[src/rtl/fetch_unit_if.sv]
// rtl/fetch_unit_if.sv - fetch unit bus bundle: instruction memory request/response and decode handoff.
interface fetch_unit_if;
  logic        imem_req;
  logic [31:0] imem_addr;
  logic        imem_valid;
  logic [31:0] imem_rdata;
  logic        redirect;
  logic [31:0] redirect_pc;
  logic        instr_valid;
  logic [31:0] instr;
  logic [31:0] instr_pc;
  logic        instr_ready;
  logic        misalign_err;

  modport master (
    output imem_req, imem_addr, instr_valid, instr, instr_pc, misalign_err,
    input  imem_valid, imem_rdata, redirect, redirect_pc, instr_ready
  );

  modport slave (
    input  imem_req, imem_addr, instr_valid, instr, instr_pc, misalign_err,
    output imem_valid, imem_rdata, redirect, redirect_pc, instr_ready
  );
endinterface

[src/rtl/fetch_unit.sv]
// rtl/fetch_unit.sv - single-outstanding instruction fetcher with 2-entry buffer and redirect handling.
// Optional macro FETCH_MISALIGN_TRAP_EN: misaligned redirect target traps to HALT instead of being aligned.
module fetch_unit #(
  parameter logic [31:0] RESET_PC = 32'h0000_0000
) (
  input  logic       clk,
  input  logic       rst,
  fetch_unit_if.master bus
);

  typedef enum logic [1:0] {IDLE, WAIT, DROP, HALT} state_e;

  state_e      state_q, state_d;
  logic [31:0] pc_q, pc_d;
  logic [31:0] req_addr_q, req_addr_d;
  logic [31:0] fifo_instr_q [2];
  logic [31:0] fifo_instr_d [2];
  logic [31:0] fifo_pc_q [2];
  logic [31:0] fifo_pc_d [2];
  logic        head_q, head_d;
  logic [1:0]  count_q, count_d;
  logic        req_c, push, pop, wr_idx;
  logic        bad_target;
  logic [31:0] target_pc;

`ifdef FETCH_MISALIGN_TRAP_EN
  logic misalign_err_q, misalign_err_d;
  assign bad_target = (bus.redirect_pc[1:0] != 2'b00);
  assign target_pc  = bus.redirect_pc;
  assign misalign_err_d = misalign_err_q | (bus.redirect & bad_target & (state_q != HALT));
  assign bus.misalign_err = misalign_err_q;
  always_ff @(posedge clk or posedge rst) begin
    if (rst) misalign_err_q <= 1'b0;
    else     misalign_err_q <= misalign_err_d;
  end
`else
  logic unused_redirect_lsb;
  assign unused_redirect_lsb = ^bus.redirect_pc[1:0];
  assign bad_target = 1'b0;
  assign target_pc  = {bus.redirect_pc[31:2], 2'b00};
  assign bus.misalign_err = 1'b0;
`endif

  assign wr_idx = head_q ^ count_q[0];

  always_comb begin
    state_d      = state_q;
    pc_d         = pc_q;
    req_addr_d   = req_addr_q;
    fifo_instr_d = fifo_instr_q;
    fifo_pc_d    = fifo_pc_q;
    head_d       = head_q;
    count_d      = count_q;
    req_c        = 1'b0;
    push         = 1'b0;
    pop          = (count_q != 2'd0) && bus.instr_ready && !bus.redirect && (state_q != HALT);

    case (state_q)
      IDLE: begin
        if (!bus.redirect && count_q != 2'd2) begin
          req_c      = 1'b1;
          req_addr_d = pc_q;
          pc_d       = pc_q + 32'd4;
          state_d    = WAIT;
        end
      end
      WAIT: begin
        if (bus.redirect) begin
          state_d = bus.imem_valid ? IDLE : DROP;
        end else if (bus.imem_valid) begin
          push    = 1'b1;
          state_d = IDLE;
        end
      end
      DROP: begin
        // A redirect here only moves pc; the pending response still has to drain.
        if (bus.imem_valid) state_d = IDLE;
      end
      default: ;
    endcase

    if (bus.redirect && state_q != HALT) begin
      pc_d    = target_pc;
      count_d = 2'd0;
      if (bad_target) state_d = HALT;
    end else begin
      if (pop) head_d = ~head_q;
      if (push) begin
        fifo_instr_d[wr_idx] = bus.imem_rdata;
        fifo_pc_d[wr_idx]    = req_addr_q;
      end
      count_d = count_q + {1'b0, push} - {1'b0, pop};
    end
  end

  always_ff @(posedge clk or posedge rst) begin
    if (rst) begin
      state_q    <= IDLE;
      pc_q       <= RESET_PC;
      req_addr_q <= RESET_PC;
      head_q     <= 1'b0;
      count_q    <= 2'd0;
      for (int i = 0; i < 2; i++) begin
        fifo_instr_q[i] <= 32'h0;
        fifo_pc_q[i]    <= 32'h0;
      end
    end else begin
      state_q      <= state_d;
      pc_q         <= pc_d;
      req_addr_q   <= req_addr_d;
      head_q       <= head_d;
      count_q      <= count_d;
      fifo_instr_q <= fifo_instr_d;
      fifo_pc_q    <= fifo_pc_d;
    end
  end

  assign bus.imem_req    = req_c & ~rst;
  assign bus.imem_addr   = pc_q;
  assign bus.instr_valid = (count_q != 2'd0);
  assign bus.instr       = (count_q != 2'd0) ? fifo_instr_q[head_q] : 32'h0;
  assign bus.instr_pc    = (count_q != 2'd0) ? fifo_pc_q[head_q]    : 32'h0;

endmodule

[src/flat_wrapper.sv]
// flat-port wrapper written by rule: the top's interface ports become plain ports
module fetch_unit_flat 
#(
  parameter logic [31:0] RESET_PC = 32'h0000_0000
)
  (clk, rst, bus_imem_req, bus_imem_addr, bus_instr_valid, bus_instr, bus_instr_pc, bus_misalign_err, bus_imem_valid, bus_imem_rdata, bus_redirect, bus_redirect_pc, bus_instr_ready);
  fetch_unit_if bus_i ();
  input  logic clk;
  input  logic rst;
  output wire logic [$bits(bus_i.imem_req)-1:0] bus_imem_req;
  output wire logic [$bits(bus_i.imem_addr)-1:0] bus_imem_addr;
  output wire logic [$bits(bus_i.instr_valid)-1:0] bus_instr_valid;
  output wire logic [$bits(bus_i.instr)-1:0] bus_instr;
  output wire logic [$bits(bus_i.instr_pc)-1:0] bus_instr_pc;
  output wire logic [$bits(bus_i.misalign_err)-1:0] bus_misalign_err;
  input wire logic [$bits(bus_i.imem_valid)-1:0] bus_imem_valid;
  input wire logic [$bits(bus_i.imem_rdata)-1:0] bus_imem_rdata;
  input wire logic [$bits(bus_i.redirect)-1:0] bus_redirect;
  input wire logic [$bits(bus_i.redirect_pc)-1:0] bus_redirect_pc;
  input wire logic [$bits(bus_i.instr_ready)-1:0] bus_instr_ready;
  assign bus_imem_req = bus_i.imem_req;
  assign bus_imem_addr = bus_i.imem_addr;
  assign bus_instr_valid = bus_i.instr_valid;
  assign bus_instr = bus_i.instr;
  assign bus_instr_pc = bus_i.instr_pc;
  assign bus_misalign_err = bus_i.misalign_err;
  assign bus_i.imem_valid = bus_imem_valid;
  assign bus_i.imem_rdata = bus_imem_rdata;
  assign bus_i.redirect = bus_redirect;
  assign bus_i.redirect_pc = bus_redirect_pc;
  assign bus_i.instr_ready = bus_instr_ready;
  fetch_unit #(.RESET_PC(RESET_PC)) u_core (.clk(clk), .rst(rst), .bus(bus_i));
endmodule
[config.mk]
export PLATFORM = sky130hd
export DESIGN_NAME = fetch_unit_flat
export DESIGN_NICKNAME = d
export VERILOG_FILES = /design/src/rtl/fetch_unit_if.sv /design/src/rtl/fetch_unit.sv /design/src/flat_wrapper.sv
export SDC_FILE = /design/constraint.sdc
export NUM_CORES = 1
export LEC_CHECK = 0
export ABC_AREA = 0
export CORE_MARGIN = 1
export CORE_UTILIZATION = 50
export CTS_CLUSTER_SIZE = 25
export DETAILED_ROUTE_END_ITERATION = 8
export DONT_BUFFER_PORTS = 1
export HOLD_SLACK_MARGIN = 0.06
export SETUP_SLACK_MARGIN = 0.02
export SKIP_LAST_GASP = 1
export SLEW_MARGIN = 10
export SYNTH_ARGS = -nofsm -noshare
export SYNTH_HDL_FRONTEND = slang
export SYNTH_SLANG_ARGS = --single-unit
[constraint.sdc]
create_clock -name clk -period 14.08 [get_ports clk]
set_input_delay 3.52 -clock clk [delete_from_list [all_inputs] [get_ports clk]]
set_output_delay 3.52 -clock clk [all_outputs]
set_load 0.05 [all_outputs]
==> flow_metrics.py, run 1 <==
metrics = {
    "global_routing": {
        "grt_pass1_wl_um": 31200,
        "grt_max_degree": 116,
        "gr-total-overflow": 0,
        "antenna_found_initial": 0,
        "grtUsageTotal_pct": 22.6,
        "grt_pass1_vias": 5999,
    },
    "worst_setup_path": {
        "path_max_fanout": 7,
        "crit_buf_inv": 0,
        "path_delay_family": "simple AND/OR/NAND/NOR gates",
        "cpMaxStageDelayCell": "nor2_1",
        "worst_setup_path_endpoint": "bus_imem_req",
        "cp.depth": 3,
        "arrival_ns": 4.52,
        "cp.required_ns": 10.56,
        "path_cells": "nor2b_1 -> nand2_2 -> nor2_1",
        "criticalPathCategory": "in2out",
        "rr_endpoint": "u_core.bus.imem_addr[28]",
        "slowest_delay_ns": 0.70,
        "crit_path_start": "bus_redirect",
        "critical_path.startpoint_type": "input port",
        "worstReg2RegStart": "u_core.bus.imem_addr[6]",
        "r2r_cells": 5,
        "r2r_slack_ns": 11.06,
        "crit_path_end_kind": "output port",
    },
    "layout": {
        "area_delta_synth_final_pct": 8.71,
        "diodes": 0,
        "final_core_util_pct": 56.4,
        "design_area_um2": 9490,
        "fill_cells": 1485,
        "drive_gt1_share_pct": 22.6,
        "final_nets": 828,
    },
    "flow_run": {
        "drv_cap": 0,
    },
    "timing": {
        "fin_crit_sh_pct": 57.1,
        "rsz0062_at_grt": "no",
        "fin_skew_ns": 0.00944,
        "max_freq_ghz": 0.124,
        "setup_ws_ns": 6.04,
        "period_needed_ns": 8.04,
        "slew_headroom_pct": 27.5,
        "worstMarginPinSlew_ns": 1.08,
        "setup_tns_ns": 0,
        "hold_viol_final": 0,
        "drv_slew": 0,
        "final-setup-viol-count": 0,
    },
    "floorplanning": {
        "start_util_pct": 51.9,
        "num_rows": 47,
        "die_w_um": 134,
        "fp.coreArea_um2": 16800,
        "dieArea_um2": 18000,
        "pin_count": 168,
        "die_h_um": 134,
    },
    "clock_tree": {
        "ctsHtreeMaxLevel": 4,
        "cts_hold_buf": 0,
        "cts-root-buf": "clkbuf_16",
        "path_clk_slew_ns": 0.06,
        "cts_tree": "built",
        "cts.path.max_buffers": 2,
        "cts_made_buffers": 17,
        "worstSkewPairLatency_ns": 0.42,
        "cts_setup_buffers": 0,
        "cts_resized": 0,
        "clkSinkCount": 189,
    },
    "logic_synthesis": {
        "synth_top_area_share_pct": 54.2,
        "yosys_register_bits": 189,
        "seq_area_frac_synth_pct": 54.2,
        "ys_types": 49,
        "netlist_instances": 771,
        "yosys_warnings": 0,
        "synthFlopType": "dfrtp_1",
        "synth-edff-count": 0,
        "syn_area_per_cell_um2": 11.3,
        "synth_largest_area_cell": "dfrtp_1",
        "syn_area_um2": 8730,
        "async_flop_share_pct": 100,
        "synth_area_leaders": "dfrtp_1, mux2_2, mux2i_1",
    },
    "detailed_routing": {
        "wire_per_inst_um": 19.5,
        "drt-initial-drc-count": 290,
        "via_per_inst": 5.77,
        "drc": 0,
        "wl_um": 19200,
        "dr.pass1.iters": 4,
        "final_antenna_net_count": 0,
        "num_vias": 5682,
    },
    "power": {
        "totalPowerFinal_uw": 2490,
        "comb_power_share_pct": 37.9,
        "pwr-share-clk_pct": 19.0,
        "p_int_uw": 1400,
        "peakVddDrop_mv": 0.113,
        "p_sw_share_pct": 43.8,
        "leakage_uw": 0.00426,
        "seqPwrFrac_pct": 43.1,
        "power.switching_uw": 1090,
        "p_per_area_nw_per_um2": 263,
    },
    "min_path": {
        "holdCritPathClass": "reg2reg",
    },
    "placement": {
        "portBuffers": 0,
        "place_area_um2": 8910,
        "dp_hpwl_um": 12300,
        "dp_slack_ns": 6.02,
        "globalplace.congestion": 0.855,
    },
    "run_status": {
        "status": "complete, no violations",
    },
}
-- cells in the final DEF (no fill, tap or decap), drive strengths merged, types with 3 or more instances in the layout --
| master | n |
|---|---|
| a211oi | 9 |
| a21oi | 5 |
| a221o | 3 |
| a311oi | 6 |
| and3 | 6 |
| and4 | 4 |
| buf | 8 |
| clkbuf | 27 |
| conb | 5 |
| dfrtp | 189 |
| ha | 7 |
| inv | 11 |
| mux2 | 124 |
| mux2i | 63 |
| nand2 | 104 |
| nand2b | 4 |
| nand3 | 12 |
| nand4 | 8 |
| nor2 | 88 |
| nor2b | 4 |
| nor3 | 8 |
| nor4 | 9 |
| o21ai | 20 |
| or3 | 3 |
| or4 | 3 |
| xnor2 | 9 |
| xor2 | 3 |
-- synthesized netlist by cell type (3+ instances only) --
| master | count |
|---|---|
| mux2_2 | 124 |
| ha_1 | 7 |
| nand3_1 | 12 |
| and3_1 | 6 |
| buf_1 | 9 |
| a311oi_1 | 6 |
| or3_1 | 3 |
| nor2_1 | 88 |
| a211oi_1 | 9 |
| o21ai_0 | 20 |
| nor2b_1 | 4 |
| dfrtp_1 | 189 |
| clkbuf_1 | 31 |
| buf_4 | 5 |
| nand2_1 | 104 |
| a21oi_1 | 5 |
| inv_1 | 11 |
| nand2b_1 | 4 |
| buf_2 | 4 |
| nor3_1 | 8 |
| xnor2_1 | 9 |
| mux2i_1 | 63 |
| nand4_1 | 7 |
| xor2_1 | 3 |
| nor4_1 | 9 |
-- state kept, by name (all words and copies together) (netlist names) --
register / count
u_core.head_q: 1
u_core.req_addr_q: 30
u_core.bus.imem_addr: 30
u_core.fifo_pc_q: 60
u_core.fifo_instr_q: 64
u_core.state_q: 2
u_core.count_q: 2
-- metrics by stage --
stage	hold WS, ns	std cells
2_1_floorplan	0.457	775
3_3_place_gp	0.469	953
3_5_place_dp	0.482	953
4_1_cts	0.498	985
5_1_grt	0.514	985
6_report	0.497	985
-- worst min-delay path by stage --
stage                     startpoint                    end  slack (ns)  depth (start not counted)
2_1_floorplan   u_core.req_addr_q[6]   u_core.req_addr_q[6]        0.46                          2
6_report       u_core.req_addr_q[11]  u_core.req_addr_q[11]        0.50                          2
3_5_place_dp   u_core.req_addr_q[15]  u_core.req_addr_q[15]        0.48                          2
4_1_cts        u_core.req_addr_q[15]  u_core.req_addr_q[15]        0.50                          2
5_1_grt         u_core.fifo_pc_q[59]   u_core.fifo_pc_q[59]        0.51                          1
3_3_place_gp   u_core.req_addr_q[16]  u_core.req_addr_q[16]        0.47                          2
-- layout make-up --
cell class	instances	area, um2	area share (%)
well taps	220	275	2.90
inverters	11	48.8	0.514
clock buffers	27	503	5.30
multi-input cells	525	3790	39.9
flip-flops and latches	189	4730	49.9
clock inverters	5	80.1	0.844
repair buffers	8	60.1	0.633
-- routing by layer --
layer | global-route usage [%] | part of all wire, % | up-vias
li1 | - | - | 2644
met1 | 29.3 | 43 | 2840
met3 | 6.31 | 7.1 | 23
met2 | 36.5 | 48 | 175
met5 | 0 | 0 | -
met4 | 7.62 | 1.8 | 0
-- worst reg2reg max path: cells and delay by family (launching register included) --
family             cells  cell delay [ns]
muxes                  1             0.15
AOI/OAI and AO/OA      1             0.31
and+or+nand+nor        3             1.67
DFF                    1             0.78
-- power groups by stage --
| stage | sequential (uW) | combinational [uW] | clock, uW |
|---|---|---|---|
| global route | 1110 | 1030 | 505 |
| finish | 1070 | 945 | 473 |
| floorplan | 999 | 845 | 0 |
| detailed placement | 1090 | 959 | 0 |
| global placement | 1060 | 937 | 0 |
| CTS | 1070 | 960 | 483 |
-- kinds of logic (layout without fill, tap and decap cells) --
family	Yosys count	count (layout)	share of synthesized area [%]
DFF	189	189	54.2
and+or+nand+nor	258	258	13.1
buffers and inverters	61	51	2.91
other	1	5	0.0430
muxes	187	187	23.2
adders and majority gates	7	7	1.00
AOI/OAI and AO/OA	56	56	4.33
xor gates and xnor gates	12	12	1.20
Note: power is estimated with default switching activity, not from simulation.
==> run 2: changes to the inputs <==
--- a/config.mk
+++ b/config.mk
@@ -5,7 +5,7 @@
 export SDC_FILE = /design/constraint.sdc
 export NUM_CORES = 1
 export LEC_CHECK = 0
-export ABC_AREA = 0
+export ABC_AREA = 1
 export CORE_MARGIN = 1
 export CORE_UTILIZATION = 50
 export CTS_CLUSTER_SIZE = 25
==> constraint.sdc (replaced) <==
create_clock -name clk -period 7.7 [get_ports clk]
set_input_delay 1.925 -clock clk [delete_from_list [all_inputs] [get_ports clk]]
set_output_delay 1.925 -clock clk [all_outputs]
set_load 0.05 [all_outputs]
==> run 2 against run 1 <==
Sequential power is 79% higher; highest routed layer unchanged; utilization decreased by 1.4 points; first-iteration DRC count up 57%; critical endpoint unchanged; synthesized cell count up 49%; critical path depth stayed put.
==> flow_metrics.py, run 2 <==
metrics = {
    "worst_setup_path": {
        "r2r_cells": 6,
        "cp.required_ns": 5.78,
        "crit_buf_inv": 1,
        "cpMaxStageDelayCell": "nor2_1",
        "slowest_delay_ns": 0.90,
        "crit_path_end_kind": "output port",
        "arrival_ns": 3.40,
        "path_delay_family": "simple AND/OR/NAND/NOR gates",
        "path_cells": "inv_2 -> nand3_4 -> nor2_1",
        "criticalPathCategory": "in2out",
        "path_max_fanout": 59,
        "critical_path.startpoint_type": "input port",
        "cp.depth": 3,
    },
    "logic_synthesis": {
        "netlist_instances": 1146,
        "synthFlopType": "dfrtp_1",
        "yosys_register_bits": 189,
        "synth_top_area_share_pct": 52.1,
        "synth-edff-count": 0,
        "synth_area_leaders": "dfrtp_1, nand2_1, o21ai_0",
        "synth_most_common_cell": "nand2_1",
        "ys_types": 38,
        "async_flop_share_pct": 100,
        "seq_area_frac_synth_pct": 52.1,
        "yosys-top-cells-count": "nand2_1, dfrtp_1, o21ai_0, inv_1, a21oi_1",
        "syn_area_um2": 9080,
        "yosys_warnings": 0,
        "syn_area_per_cell_um2": 7.93,
        "synth_largest_area_cell": "dfrtp_1",
    },
    "timing": {
        "fin_crit_sh_pct": 69.1,
        "rsz0062_at_grt": "no",
        "fin_skew_ns": 0.0105,
        "final-setup-viol-count": 0,
        "period_needed_ns": 5.32,
        "drv_slew": 0,
        "max_freq_ghz": 0.188,
        "slew_headroom_pct": 19.0,
        "worstMarginPinSlew_ns": 1.22,
        "setup_ws_ns": 2.38,
        "setup_tns_ns": 0,
        "hold_viol_final": 0,
    },
    "clock_tree": {
        "worstSkewPairLatency_ns": 0.42,
        "cts_tree": "built",
        "cts_setup_buffers": 0,
        "cts_resized": 0,
        "ctsHtreeMaxLevel": 4,
        "cts_made_buffers": 17,
        "cts-root-buf": "clkbuf_16",
        "cts.path.max_buffers": 2,
        "cts_hold_buf": 0,
        "path_clk_slew_ns": 0.07,
        "clkSinkCount": 189,
    },
    "floorplanning": {
        "die_w_um": 137,
        "pin_count": 168,
        "num_rows": 48,
        "start_util_pct": 51.8,
        "fp.coreArea_um2": 17500,
        "dieArea_um2": 18700,
        "die_h_um": 137,
    },
    "global_routing": {
        "antenna_found_initial": 0,
        "grt_pass1_vias": 6624,
        "grt_pass1_wl_um": 33800,
        "gr-total-overflow": 0,
        "grt_max_degree": 125,
        "grtUsageTotal_pct": 23.3,
    },
    "detailed_routing": {
        "wl_met3_um": 1140,
        "met1_length_um": 10100,
        "wire_per_inst_um": 15.6,
        "drc": 0,
        "drt-initial-drc-count": 455,
        "wl_um": 21000,
        "met2_length_um": 9500,
        "num_vias": 7012,
        "dr.pass1.iters": 4,
        "final_antenna_net_count": 0,
        "via_per_inst": 5.20,
        "top_layer_used": "met4",
    },
    "placement": {
        "place_area_um2": 9050,
        "dp_slack_ns": 2.35,
        "portBuffers": 0,
        "dp_cells": 1316,
        "globalplace.congestion": 0.852,
        "dp_hpwl_um": 13300,
    },
    "flow_run": {
        "drv_cap": 0,
    },
    "layout": {
        "final_cell_mix": "nand2_1, dfrtp_1, o21ai_0",
        "final_common_cell": "nand2_1",
        "fill_cells": 1779,
        "final_core_util_pct": 55.0,
        "area_delta_synth_final_pct": 6.20,
        "reg_top3": "u_core.fifo_instr_q: 64 flops, u_core.fifo_pc_q: 60 flops",
        "largest_reg_flops": 64,
        "design_area_um2": 9650,
        "multi_input_area_um2": 3550,
        "final_cells": 1348,
        "drive_gt1_share_pct": 5.52,
        "diodes": 0,
        "register_area_um2": 4730,
        "largest-register": "u_core.fifo_instr_q",
        "final_nets": 1186,
    },
    "power": {
        "comb_power_share_pct": 37.3,
        "leakage_uw": 0.00457,
        "seqPwrFrac_pct": 43.0,
        "peakVddDrop_mv": 0.211,
        "p_int_uw": 2310,
        "p_per_area_nw_per_um2": 463,
        "pwr-share-clk_pct": 19.7,
        "power.switching_uw": 2150,
        "p_sw_share_pct": 48.2,
    },
    "run_status": {
        "status": "complete, no violations",
    },
    "min_path": {
        "holdCritPathClass": "reg2reg",
        "hold_path_depth": 2,
    },
}
==> run 2: cell count changes after synthesis, moves of 26 or more <==
| cell | previous run | this run |
|---|---|---|
| nand2_1 | 104 | 386 |
| mux2i_1 | 63 | 0 |
| inv_1 | 11 | 108 |
| a21oi_1 | 5 | 65 |
| mux2_2 | 124 | 0 |
| nor2_1 | 88 | 62 |
| o21ai_0 | 20 | 143 |
| o21ai_1 | 0 | 28 |
==> run 2: routing by layer <==
| layer | vias up | GRT usage (%) |
|---|---|---|
| met4 | 0 | 7.39 |
| met3 | 23 | 4.81 |
| li1 | 3567 | - |
| met2 | 175 | 36.7 |
| met1 | 3247 | 32.3 |
| met5 | - | 0 |
==> run 2: area by class of cell <==
| class | count | area share, % |
|---|---|---|
| clock buffers | 20 | 4.73 |
| clock inverters | 12 | 1.43 |
| repair buffers | 7 | 0.545 |
| inverters | 115 | 4.53 |
| multi-input cells | 780 | 36.8 |
| flip-flops and latches | 189 | 49.0 |
| well taps | 225 | 2.92 |
==> run 2: worst min-delay path: stages, from the launching register on <==
cell and delay (ns):
dfrtp_1 0.34, nand2_1 0.05, o21ai_0 0.06
==> run 2: power groups by stage <==
stage | Sequential, uW | Clock (uW) | Combinational, uW
3_5_place_dp | 1940 | 0 | 1680
2_1_floorplan | 1850 | 0 | 1430
5_1_grt | 1980 | 931 | 1890
6_report | 1920 | 878 | 1660
4_1_cts | 1920 | 899 | 1690
3_3_place_gp | 1930 | 0 | 1650
==> run 2: cell families (layout without fill, tap and decap cells) <==
logic type               count (synthesis)  count (layout)  synth area share, %
AND/OR/NAND/NOR                        508             508                 22.5
XOR/XNOR                                 6               6                0.661
other                                    1               5               0.0413
flip-flops                             189             189                 52.1
adder cells (fa/ha/maj)                  7               7                0.964
buffers and inverters                  181             154                 9.20
AO/OA/AOI/OAI                          254             254                 14.5
==> run 2: metrics by stage <==
step                total power [uW]  hold WS [ns]
floorplan                       3280         0.453
global placement                3580         0.466
detailed placement              3620         0.472
CTS                             4500         0.489
global route                    4800         0.502
finish                          4460         0.484
==> run 2: path summary, 6_finish.rpt <==
check	start	endpoint	slack [ns]
min reg2reg	u_core.fifo_pc_q[59]	u_core.fifo_pc_q[59]	0.48
max reg2reg	u_core.head_q	u_core.fifo_pc_q[31]	5.05
max in group asynchronous	rst	u_core.fifo_instr_q[42]	4.52
max	bus_redirect	bus_imem_req	2.38
min in group asynchronous	rst	u_core.count_q[0]	1.57
min	u_core.fifo_pc_q[59]	u_core.fifo_pc_q[59]	0.48
==> run 3: changes to the inputs <==
--- a/config.mk
+++ b/config.mk
@@ -5,13 +5,14 @@
 export SDC_FILE = /design/constraint.sdc
 export NUM_CORES = 1
 export LEC_CHECK = 0
-export ABC_AREA = 1
+export ABC_AREA = 0
 export CORE_MARGIN = 1
 export CORE_UTILIZATION = 50
 export CTS_CLUSTER_SIZE = 25
 export DETAILED_ROUTE_END_ITERATION = 8
 export DONT_BUFFER_PORTS = 1
 export HOLD_SLACK_MARGIN = 0.06
+export PLACE_DENSITY = 0.68
 export SETUP_SLACK_MARGIN = 0.02
 export SKIP_LAST_GASP = 1
 export SLEW_MARGIN = 10
==> constraint.sdc (replaced) <==
create_clock -name clk -period 4.6 [get_ports clk]
set_input_delay 1.15 -clock clk [delete_from_list [all_inputs] [get_ports clk]]
set_output_delay 1.15 -clock clk [all_outputs]
set_load 0.05 [all_outputs]
==> run 3 against run 2 <==
Power is 75% higher; register-to-register slack worse by 3.4 ns; sequential power is 73% higher; combinational power is 75% higher; non-clock buffer count is 6 higher; global-route usage is 0.71 points lower; first-iteration DRC count is 51% lower.
==> flow_metrics.py, run 3 (synthesis results as in run 1) <==
metrics = {
    "clock_tree": {
        "clkSinkCount": 189,
        "cts-root-buf": "clkbuf_16",
        "cts_setup_buffers": 0,
        "cts_made_buffers": 17,
        "cts.path.max_buffers": 2,
        "worstSkewPairLatency_ns": 0.42,
        "cts_resized": 0,
        "cts_hold_buf": 0,
        "cts_tree": "built",
        "ctsHtreeMaxLevel": 4,
        "path_clk_slew_ns": 0.07,
    },
    "layout": {
        "area_delta_synth_final_pct": 10.2,
        "multi_input_area_um2": 3780,
        "reg_top3": "u_core.fifo_instr_q: 64 flops, u_core.fifo_pc_q: 60 flops",
        "fill_cells": 1421,
        "final_cell_mix": "dfrtp_1, mux2_2, nand2_1",
        "largest_reg_flops": 64,
        "drive_gt1_share_pct": 23.7,
        "final_cells": 990,
        "final_nets": 833,
        "register_area_um2": 4730,
        "final_common_cell": "dfrtp_1",
        "design_area_um2": 9620,
        "largest-register": "u_core.fifo_instr_q",
    },
    "power": {
        "power.switching_uw": 3380,
        "p_sw_share_pct": 43.4,
        "peakVddDrop_mv": 0.429,
        "p_int_uw": 4410,
        "pwr-share-clk_pct": 19.9,
        "leakage_uw": 0.00432,
        "comb_power_share_pct": 37.3,
        "seqPwrFrac_pct": 42.8,
        "p_per_area_nw_per_um2": 809,
    },
    "global_routing": {
        "top_usage_layer": "met2",
        "grt_max_degree": 116,
        "grt_pass1_wl_um": 31500,
        "groute.layer.met3.usage_pct": 6.42,
        "use_met1_pct": 27.8,
        "gr-total-overflow": 0,
        "antenna_found_initial": 1,
        "grtUsageTotal_pct": 22.6,
        "grt_pass1_vias": 6076,
        "grtUsageMet2_pct": 38.0,
    },
    "detailed_routing": {
        "dr.pass1.iters": 4,
        "drc": 0,
        "drt-initial-drc-count": 222,
        "wire_per_inst_um": 19.6,
        "num_vias": 5779,
        "wl_um": 19400,
        "final_antenna_net_count": 0,
        "via_per_inst": 5.84,
    },
    "worst_setup_path": {
        "cp.required_ns": 3.45,
        "worstReg2RegStart": "u_core.state_q[1]",
        "path_max_fanout": 34,
        "arrival_ns": 2.51,
        "crit_buf_inv": 1,
        "slowest_delay_ns": 0.86,
        "cpMaxStageDelayCell": "dfrtp_4",
        "path_cells": "buf_12 -> mux2i_1 -> nor2_1",
        "path_delay_family": "flip-flops",
        "criticalPathCategory": "reg2out",
        "critical_path.startpoint_type": "flop",
        "crit_path_end_kind": "output port",
        "crit_path_start": "u_core.head_q",
    },
    "min_path": {
        "min_from": "u_core.req_addr_q[24]",
        "holdCritPathClass": "reg2reg",
    },
    "floorplanning": {
        "dieArea_um2": 18000,
        "pin_count": 168,
        "fp.coreArea_um2": 16800,
        "start_util_pct": 51.9,
        "num_rows": 47,
        "die_h_um": 134,
        "die_w_um": 134,
    },
    "placement": {
        "dp_hpwl_um": 13300,
        "dp_cells": 958,
        "place_area_um2": 8990,
        "portBuffers": 0,
        "dp_slack_ns": 1.30,
        "globalplace.congestion": 0.858,
    },
    "timing": {
        "rsz0062_at_grt": "no",
        "worstMarginPinSlew_ns": 1.08,
        "fin_crit_sh_pct": 79.6,
        "period_needed_ns": 3.66,
        "drv_slew": 0,
        "final-setup-viol-count": 0,
        "setup_tns_ns": 0,
        "slew_headroom_pct": 27.2,
        "fin_hold_ws_ns": 0.499,
        "fin_skew_ns": 0.00913,
        "setup_ws_ns": 0.936,
        "hold_viol_final": 0,
        "max_freq_ghz": 0.273,
    },
    "flow_run": {
        "drv_cap": 0,
    },
    "run_status": {
        "status": "complete, no violations",
    },
}
run 3: cell count changes in the layout (fill, tap and decap cells not counted), moves of 7 or more:
| cell | delta |
|---|---|
| nand2_1 | -283 |
| mux2_2 | +124 |
| o21ai_0 | -123 |
| inv_1 | -97 |
| mux2i_1 | +63 |
| a21oi_1 | -60 |
| o21ai_1 | -28 |
| nor2_1 | +24 |
| nand3_1 | -17 |
| xnor2_1 | +8 |
| inv_2 | -7 |
run 3: worst paths after layout:
path,end,slack [ns],cells past startpoint
worst min register to register,u_core.req_addr_q[24],0.50,2
worst max-delay path,bus_instr_pc[27],0.94,3
min in group asynchronous,u_core.bus.imem_addr[10],0.56,1
worst min-delay path,u_core.req_addr_q[24],0.50,2
max in group asynchronous,u_core.fifo_instr_q[29],3.15,2
worst max register to register,u_core.bus.imem_addr[17],1.62,8
run 3: power groups by stage:
stage	Clock (uW)	Combinational, uW	Sequential [uW]
after floorplan	0	2590	3060
after global placement	0	2850	3290
after detailed placement	0	2940	3360
after CTS	1580	2950	3330
after global routing	1650	3150	3440
final	1550	2910	3330
run 3: cell type report:
class	instances	area share, %
multi-input cells	525	39.3
clock inverters	10	1.69
repair buffers	13	1.53
clock buffers	21	4.89
well taps	220	2.86
inverters	11	0.468
flip-flops and latches	189	49.2
diodes	1	0.0260
run 3: layer usage:
layer | routed length [um] | part of all wire, %
met3 | 1180 | 6.1
met1 | 8020 | 41
met2 | 9790 | 50
met4 | 428 | 2.2
met5 | 0 | 0
run 3: metrics by stage:
step	utilization, %	power, uW
global route	57.2	8250
CTS	57.2	7860
floorplan	-	5650
finish	57.2	7790
detailed placement	53.4	6300
global placement	53.4	6140
run 3: tightest hold or removal path: stages (launching register included):
cell and delay, ns:
dfrtp_1 0.36, nand2_1 0.06, nand2_1 0.05
